[src/rtl/frame_source_arbiter.sv]
`default_nettype none
// ============================================================================
// frame_source_arbiter
// Grants one of two pixel sources exclusive access to the SDRAM write path
// for a whole frame. A frame ends when all pixels are written, or it is
// abandoned after too many idle cycles.
// Rev 1.0 - initial release
// ============================================================================
module frame_source_arbiter #(
  parameter int H_DISP      = 640,
  parameter int V_DISP      = 480,
  parameter int TIMEOUT_CYC = 65535
) (
  input  logic        clk,
  input  logic        rst,
  input  logic        sdram_ready,
  input  logic [1:0]  mode,
  input  logic        src0_req,
  input  logic        src1_req,
  input  logic        src0_we,
  input  logic        src1_we,
  input  logic [23:0] src0_data,
  input  logic [23:0] src1_data,
  output logic        src0_gnt,
  output logic        src1_gnt,
  output logic [23:0] sys_data,
  output logic        sys_we,
  output logic        frame_start,
  output logic        frame_done,
  output logic        frame_abort,
  output logic        active_src
);

  localparam int             TCW      = $clog2(TIMEOUT_CYC + 1);
  localparam logic [18:0]    PIX_LAST = 19'(H_DISP * V_DISP - 1);
  localparam logic [TCW-1:0] TMO_LAST = TCW'(TIMEOUT_CYC - 1);

  typedef enum logic [1:0] {
    S_IDLE   = 2'd0,
    S_STREAM = 2'd1,
    S_DONE   = 2'd2
  } state_t;

  state_t         state, next_state;
  logic           sel;
  logic           last_src;
  logic [18:0]    pix_cnt;
  logic [TCW-1:0] tmo_cnt;

  logic elig, pick;
  logic start_go, accept, last_px, tmo_hit;

  // Source selection for the next frame; only consulted while idle
  always_comb begin
    elig = 1'b0;
    pick = 1'b0;
    case (mode)
      2'b00: begin
        elig = src0_req;
        pick = 1'b0;
      end
      2'b01: begin
        elig = src1_req;
        pick = 1'b1;
      end
      2'b10: begin
        // prefer the source that did not complete the previous frame
        if (last_src ? src0_req : src1_req) begin
          elig = 1'b1;
          pick = ~last_src;
        end else if (last_src ? src1_req : src0_req) begin
          elig = 1'b1;
          pick = last_src;
        end
      end
      default: begin
        if (src1_req) begin
          elig = 1'b1;
          pick = 1'b1;
        end else if (src0_req) begin
          elig = 1'b1;
          pick = 1'b0;
        end
      end
    endcase
  end

  // Next-state logic, grants and per-cycle frame events
  always_comb begin
    next_state = state;
    src0_gnt   = (state == S_STREAM) && !sel && sdram_ready;
    src1_gnt   = (state == S_STREAM) &&  sel && sdram_ready;
    start_go   = 1'b0;
    accept     = sel ? (src1_we & src1_gnt) : (src0_we & src0_gnt);
    last_px    = accept && (pix_cnt == PIX_LAST);
    tmo_hit    = 1'b0;
    case (state)
      S_IDLE: begin
        if (sdram_ready && elig) begin
          start_go   = 1'b1;
          next_state = S_STREAM;
        end
      end
      S_STREAM: begin
        // an accepted write always beats an expiring timeout
        tmo_hit = !accept && sdram_ready && (tmo_cnt == TMO_LAST);
        if (last_px)      next_state = S_DONE;
        else if (tmo_hit) next_state = S_IDLE;
      end
      default: next_state = S_IDLE;
    endcase
  end

  // State register
  always_ff @(posedge clk or posedge rst) begin
    if (rst) state <= S_IDLE;
    else     state <= next_state;
  end

  // Datapath: selection, counters, registered write port and event pulses
  always_ff @(posedge clk or posedge rst) begin
    if (rst) begin
      sel         <= 1'b0;
      active_src  <= 1'b0;
      last_src    <= 1'b1;
      pix_cnt     <= '0;
      tmo_cnt     <= '0;
      sys_we      <= 1'b0;
      sys_data    <= '0;
      frame_start <= 1'b0;
      frame_done  <= 1'b0;
      frame_abort <= 1'b0;
    end else begin
      frame_start <= start_go;
      frame_done  <= last_px;
      frame_abort <= tmo_hit;
      sys_we      <= accept;
      if (accept) sys_data <= sel ? src1_data : src0_data;
      if (start_go) begin
        sel        <= pick;
        active_src <= pick;
        pix_cnt    <= '0;
        tmo_cnt    <= '0;
      end else if (accept) begin
        pix_cnt <= pix_cnt + 19'd1;
        tmo_cnt <= '0;
      end else if (state == S_STREAM && sdram_ready) begin
        tmo_cnt <= tmo_cnt + TCW'(1);
      end
      // an aborted frame leaves last_src untouched
      if (state == S_DONE) last_src <= sel;
    end
  end

endmodule
`default_nettype wire

[config.mk]
export PLATFORM = sky130hd
export DESIGN_NAME = frame_source_arbiter
export DESIGN_NICKNAME = d
export VERILOG_FILES = /design/src/rtl/frame_source_arbiter.sv
export SDC_FILE = /design/constraint.sdc
export NUM_CORES = 1
export LEC_CHECK = 0
export BUFFER_PORTS_ARGS = -buffer_cell sky130_fd_sc_hd__buf_2
export CAP_MARGIN = 20
export CORE_UTILIZATION = 55
export CTS_CLUSTER_DIAMETER = 150
export CTS_CLUSTER_SIZE = 28
export DETAILED_ROUTE_END_ITERATION = 10
export GPL_TIMING_DRIVEN = 0
export HOLD_SLACK_MARGIN = 0.06
export PLACE_DENSITY_LB_ADDON = 0.3
export REMOVE_ABC_BUFFERS = 1
export SLEW_MARGIN = 40
export SYNTH_ARGS = -nofsm -noshare
export SYNTH_HDL_FRONTEND = slang
export SYNTH_SLANG_ARGS = --single-unit
[constraint.sdc]
create_clock -name clk -period 4.9 [get_ports clk]
set_clock_uncertainty 0.2 [all_clocks]
set_input_delay 0.245 -clock clk [delete_from_list [all_inputs] [get_ports clk]]
set_output_delay 0.245 -clock clk [all_outputs]
set_load 0.005 [all_outputs]
==> impl_metrics.env, run 1 <==
export IMPL_status="finished, final reports clean"
export IMPL_antenna_found_initial=0
export IMPL_synthesis_area_um2=3240
export IMPL_rsz0062_at_grt="false"
export IMPL_placedCellCount=473
export IMPL_cpPeakStageDelay_ps=780
export IMPL_cts_tree="done"
export IMPL_crit_chain="mux2i_1 > nand2b_2 > nand2_1 > a211oi_1"
export IMPL_slew_limit_headroom_pct=52.7
export IMPL_io_buffers=87
export IMPL_synth_area_leaders="dfrtp_1 51%, mux2i_1 8.0%, nand2_1 5.2%, o21ai_0 5.1%, xnor2_1 3.2%"
export IMPL_fin_area_um2=4390
export IMPL_yosysTopAreaCellShare_pct=51.0
export IMPL_layoutNonFillerInstCount=537
export IMPL_cts_max_path_buffers=2
export IMPL_numCtsBuffers=9
export IMPL_cts_root_buf="clkbuf_8"
export IMPL_max_freq_mhz=317
export IMPL_startpoint_type="flop"
export IMPL_final_cell_mix="87 x buf_2, 65 x dfrtp_1, 48 x dlygate4sd3_1"
export IMPL_final_common_cell="buf_2"
export IMPL_synthCells=327
export IMPL_grt_pass1_wl_um=17200
export IMPL_synthDistinctLibCells=38
export IMPL_grt_total_usage_pct=37.6
export IMPL_fp_dieH_um=78.7
export IMPL_finalCriticalPeriod_ps=3150
export IMPL_clk_latency_ps=340
export IMPL_end_kind="flop"
export IMPL_required_ps=4940
export IMPL_grt_pass1_vias=3327
export IMPL_final_util_pct=78.8
export IMPL_htreeDepth=3
export IMPL_seq_area_frac_synth_pct=51.8
export IMPL_area_growth_synth_to_final_pct=35.6
export IMPL_syn_avg_cell_area_um2=9.90
export IMPL_grt_max_degree=38
export IMPL_synthAdderAreaFrac_pct=1.16
export IMPL_dpl_hpwl_um=4820
export IMPL_gp_congestion=0.771
export IMPL_crit_type="flop to flop"
export IMPL_num_vias=3358
export IMPL_muxShareOfSynthArea_pct=8.74
export IMPL_nFillCells=323
export IMPL_synth_xor_area_share_pct=4.60
export IMPL_crit_arrival_ps=3190
export IMPL_slew_violations=0
export IMPL_die_area_um2=6200
export IMPL_worst_path_max_fanout=30
export IMPL_wire_per_inst_um=19.9
export IMPL_hold_violations=0
export IMPL_synth_compound_area_share_pct=10.2
export IMPL_yosysTopAreaCell="dfrtp_1"
export IMPL_peakVddDrop_uv=207
export IMPL_whs_ps=82.8
export IMPL_slowest_stage="dfrtp_4"
export IMPL_routed_via_density=6.25
export IMPL_post_dp_cell_area_um2=3740
export IMPL_gr_total_overflow=0
export IMPL_ys_ff_latch=67
export IMPL_std_cell_rows=27
export IMPL_synthFlopType="dfrtp_1"
export IMPL_worstMarginPinSlew_ps=702
export IMPL_synth_async_reset_ratio_pct=100
export IMPL_finalSetupViolations=0
export IMPL_synth_edff_count=0
export IMPL_drive_gt1_share_pct=23.9
export IMPL_powerDensity_nw_per_um2=310
export IMPL_synth_top_family_by_area="simple AND/OR/NAND/NOR gates"
export IMPL_antenna_left=0
export IMPL_total_power_mw=1.36
export IMPL_routed_wl_um=10700
export IMPL_drtIter0Drc=295
export IMPL_ys_warnings_count=0
export IMPL_synthSimpleGateAreaFrac_pct=20.8
export IMPL_antennaDiodeCount=0
export IMPL_maxCapViolCount=0
export IMPL_dieWidth_um=78.7
export IMPL_final_nets=520
export IMPL_io_pins=88
export IMPL_final_critical_path_setup_slack_ps=1750
export IMPL_dp_slack_ps=1720
export IMPL_fin_tns_setup_ps=0
export IMPL_leakage_nw=2.01
export IMPL_core_um2=5570
export IMPL_cts_num_sinks=67
export IMPL_fin_crit_sh_pct=64.3
export IMPL_drc=0
export IMPL_initial_utilization_pct=58.1
export IMPL_hp_class="primary input to flop"
export IMPL_drt_first_pass_iters=5
export IMPL_clk_pin_slew_worst_paths_ps=80
==> where the power goes <==
group | internal, mW | leakage, nW | switching (mW)
Combinational | 0.133 | 1.05 | 0.135
Clock | 0.196 | 0.0872 | 0.216
Sequential | 0.616 | 0.870 | 0.0652
Total | 0.945 | 2.01 | 0.417
==> layout make-up <==
type                    instances  area, um2  area share, %
flip-flops and latches         67       1680           38.3
multi-input cells             238       1480           33.6
repair buffers                137        951           21.7
clock buffers                  13        149           3.39
well taps                      72       90.1           2.05
inverters                       7       28.8          0.655
clock inverters                 3       15.0          0.342
==> repair_timing <==
| action | in CTS | in global routing |
|---|---|---|
| endpoints found under the hold margin | 54 | 0 |
| hold buffers | 48 | 0 |
| resized for setup | 0 | 0 |
| buffers inserted | 0 | 0 |
==> worst max-delay path: cells and delay by family (launching register included) <==
family / cells / cell delay [ps]
DFF: 1 / 780
AOI/OAI and AO/OA: 1 / 350
muxes: 1 / 620
and+or+nand+nor: 2 / 1080
==> layer usage <==
layer / global-route usage, % / part of all wire [%] / vias to the layer above
met2: 59.9 / 47 / 251
met5: 0 / 0 / -
met4: 29.8 / 7.6 / 0
met1: 40.2 / 35 / 1577
met3: 13.8 / 9.9 / 92
li1: - / - / 1438
==> kinds of logic (layout without fill, tap and decap cells) <==
logic type      Yosys count  count (layout)
xor+xnor                 17              17
simple gates            130             130
compound gates           60              60
flops                    67              67
fa+ha+maj                 3               3
mux                      28              28
buf+inv                  22             160
==> flip-flops by register name, indices dropped and copies added, names as in the netlist, 2 cells and up <==
name / cells
state: 2
pix_cnt: 19
tmo_cnt: 16
sys_data: 24
==> worst paths after layout <==
kind                                          start                  endpoint  slack, ps  depth (start not counted)
max                                 sel$_DFFE_PP0N_    tmo_cnt[1]$_DFFE_PP0P_       1750                          4
min                                    src1_data[0]   sys_data[0]$_DFFE_PP0P_         80                          3
max reg2reg                         sel$_DFFE_PP0N_    tmo_cnt[1]$_DFFE_PP0P_       1750                          4
min reg2reg                sys_data[14]$_DFFE_PP0P_  sys_data[14]$_DFFE_PP0P_        290                          2
max in group asynchronous                       rst      last_src$_DFFE_PP1N_       3630                          4
min in group asynchronous                       rst  sys_data[19]$_DFFE_PP0P_        270                          3
==> cells in the mapped netlist (all sizes together), types with 8 or more instances <==
master  instances
dfrtp          66
nand2          45
o21ai          33
mux2i          26
nor2           18
a21oi          16
xnor2          12
nand3          10
or3            10
clkbuf          9
nand4           8
No activity file was read; power rests on OpenSTA's default activity.
==> run 2: changes to the inputs <==
- CORE_UTILIZATION: 55 -> 52
- clock period: 4.9 -> 3.2 ns (I/O delays scaled with it)
==> impl_metrics.env, run 2 (synthesis results as in run 1) <==
export IMPL_finalSetupViolations=0
export IMPL_grt_total_usage_pct=31.5
export IMPL_end_kind="flop"
export IMPL_hold_violations=0
export IMPL_routed_wl_um=10000
export IMPL_crit_type="flop to flop"
export IMPL_crit_arrival_ps=2980
export IMPL_max_flop_register="sys_data"
export IMPL_wire_per_inst_um=18.4
export IMPL_std_cell_rows=28
export IMPL_finalCriticalPeriod_ps=2910
export IMPL_cts_root_buf="clkbuf_8"
export IMPL_layoutNonFillerInstCount=543
export IMPL_fp_dieH_um=80.9
export IMPL_grt_max_degree=39
export IMPL_io_pins=88
export IMPL_grt_pass1_vias=3065
export IMPL_antenna_left=0
export IMPL_drt_first_pass_iters=5
export IMPL_slew_violations=0
export IMPL_fin_tns_setup_ps=0
export IMPL_routed_via_density=5.83
export IMPL_num_vias=3164
export IMPL_clk_latency_ps=350
export IMPL_powerDensity_nw_per_um2=501
export IMPL_worst_path_max_fanout=30
export IMPL_dp_slack_ps=18.1
export IMPL_startpoint_type="flop"
export IMPL_total_power_mw=2.26
export IMPL_dieWidth_um=80.9
export IMPL_final_util_pct=75.6
export IMPL_drtIter0Drc=275
export IMPL_gp_congestion=0.792
export IMPL_antennaDiodeCount=0
export IMPL_required_ps=3270
export IMPL_die_area_um2=6540
export IMPL_final_nets=523
export IMPL_peakVddDrop_uv=363
export IMPL_core_um2=5960
export IMPL_post_dp_cell_area_um2=3760
export IMPL_dpl_hpwl_um=4940
export IMPL_cts_tree="done"
export IMPL_cts_num_sinks=67
export IMPL_cts_max_path_buffers=2
export IMPL_antenna_found_initial=0
export IMPL_largest_register_ffs=24
export IMPL_fin_crit_sh_pct=91.0
export IMPL_worstMarginPinSlew_ps=588
export IMPL_max_freq_mhz=343
export IMPL_htreeDepth=3
export IMPL_drc=0
export IMPL_slew_limit_headroom_pct=60.8
export IMPL_leakage_nw=2.06
export IMPL_maxCapViolCount=0
export IMPL_hp_class="primary input to asynchronous set/reset pin"
export IMPL_final_critical_path_setup_slack_ps=288
export IMPL_final_common_cell="buf_2"
export IMPL_status="finished, final reports clean"
export IMPL_initial_utilization_pct=54.3
export IMPL_io_buffers=87
export IMPL_rsz0062_at_grt="false"
export IMPL_drive_gt1_share_pct=24.6
export IMPL_gr_total_overflow=0
export IMPL_fin_area_um2=4500
export IMPL_whs_ps=173
export IMPL_placedCellCount=476
export IMPL_grt_pass1_wl_um=15000
export IMPL_clk_pin_slew_worst_paths_ps=80
export IMPL_reg_top3="sys_data x24, pix_cnt x19, tmo_cnt x16"
export IMPL_area_growth_synth_to_final_pct=39.1
export IMPL_numCtsBuffers=9
export IMPL_final_cell_mix="87 x buf_2, 65 x dfrtp_1, 51 x dlygate4sd3_1"
==> run 2: timing repair <==
item	in CTS	in global routing
resized for setup	0	2
buffers inserted	0	0
hold buffers	50	1
hold endpoints to repair	91	1
setup endpoints to repair	0	19
==> run 2: per-layer routing <==
layer	share of wire [%]	track usage [%]	up-vias
met3	7.4	8.20	54
met2	49	52.7	169
met1	38	33.9	1502
li1	-	-	1439
met4	5.3	24.3	0
met5	0	0	-
==> run 2: power by group <==
part | switching, mW | internal, mW | leakage (nW)
clock | 0.324 | 0.477 | 0.119
sequential | 0.0979 | 0.944 | 0.870
combinational | 0.204 | 0.209 | 1.07
total | 0.626 | 1.63 | 2.06
==> run 2: worst paths after layout <==
check | end | slack, ps | depth (start not counted) | from
min in group clk | tmo_cnt[8]$_DFFE_PP0P_ | 190 | 5 | sdram_ready
worst min register to register | sys_data[11]$_DFFE_PP0P_ | 280 | 2 | sys_data[11]$_DFFE_PP0P_
worst min-delay path | sys_data[2]$_DFFE_PP0P_ | 170 | 3 | rst
worst max register to register | frame_abort$_DFF_PP0_ | 290 | 5 | sel$_DFFE_PP0N_
worst max-delay path | frame_abort$_DFF_PP0_ | 290 | 5 | sel$_DFFE_PP0N_
max in group asynchronous | last_src$_DFFE_PP1N_ | 2030 | 4 | rst
==> run 2: area by class of cell <==
type                            count  area (um2)
Clock buffer                       11         151
Inverter                            7        28.8
Fill cell                         359        1450
Timing Repair Buffer              140         993
Multi-Input combinational cell    238        1480
Sequential cell                    67        1680
Clock inverter                      5        75.1
Tap cell                           75        93.8
==> run 2: worst max-delay path: stages (launching register included) <==
cell and delay [ps]:
dfrtp_4 760, mux2i_2 520, nand2b_2 490, inv_1 200, nor4_1 440, nor2b_1 220
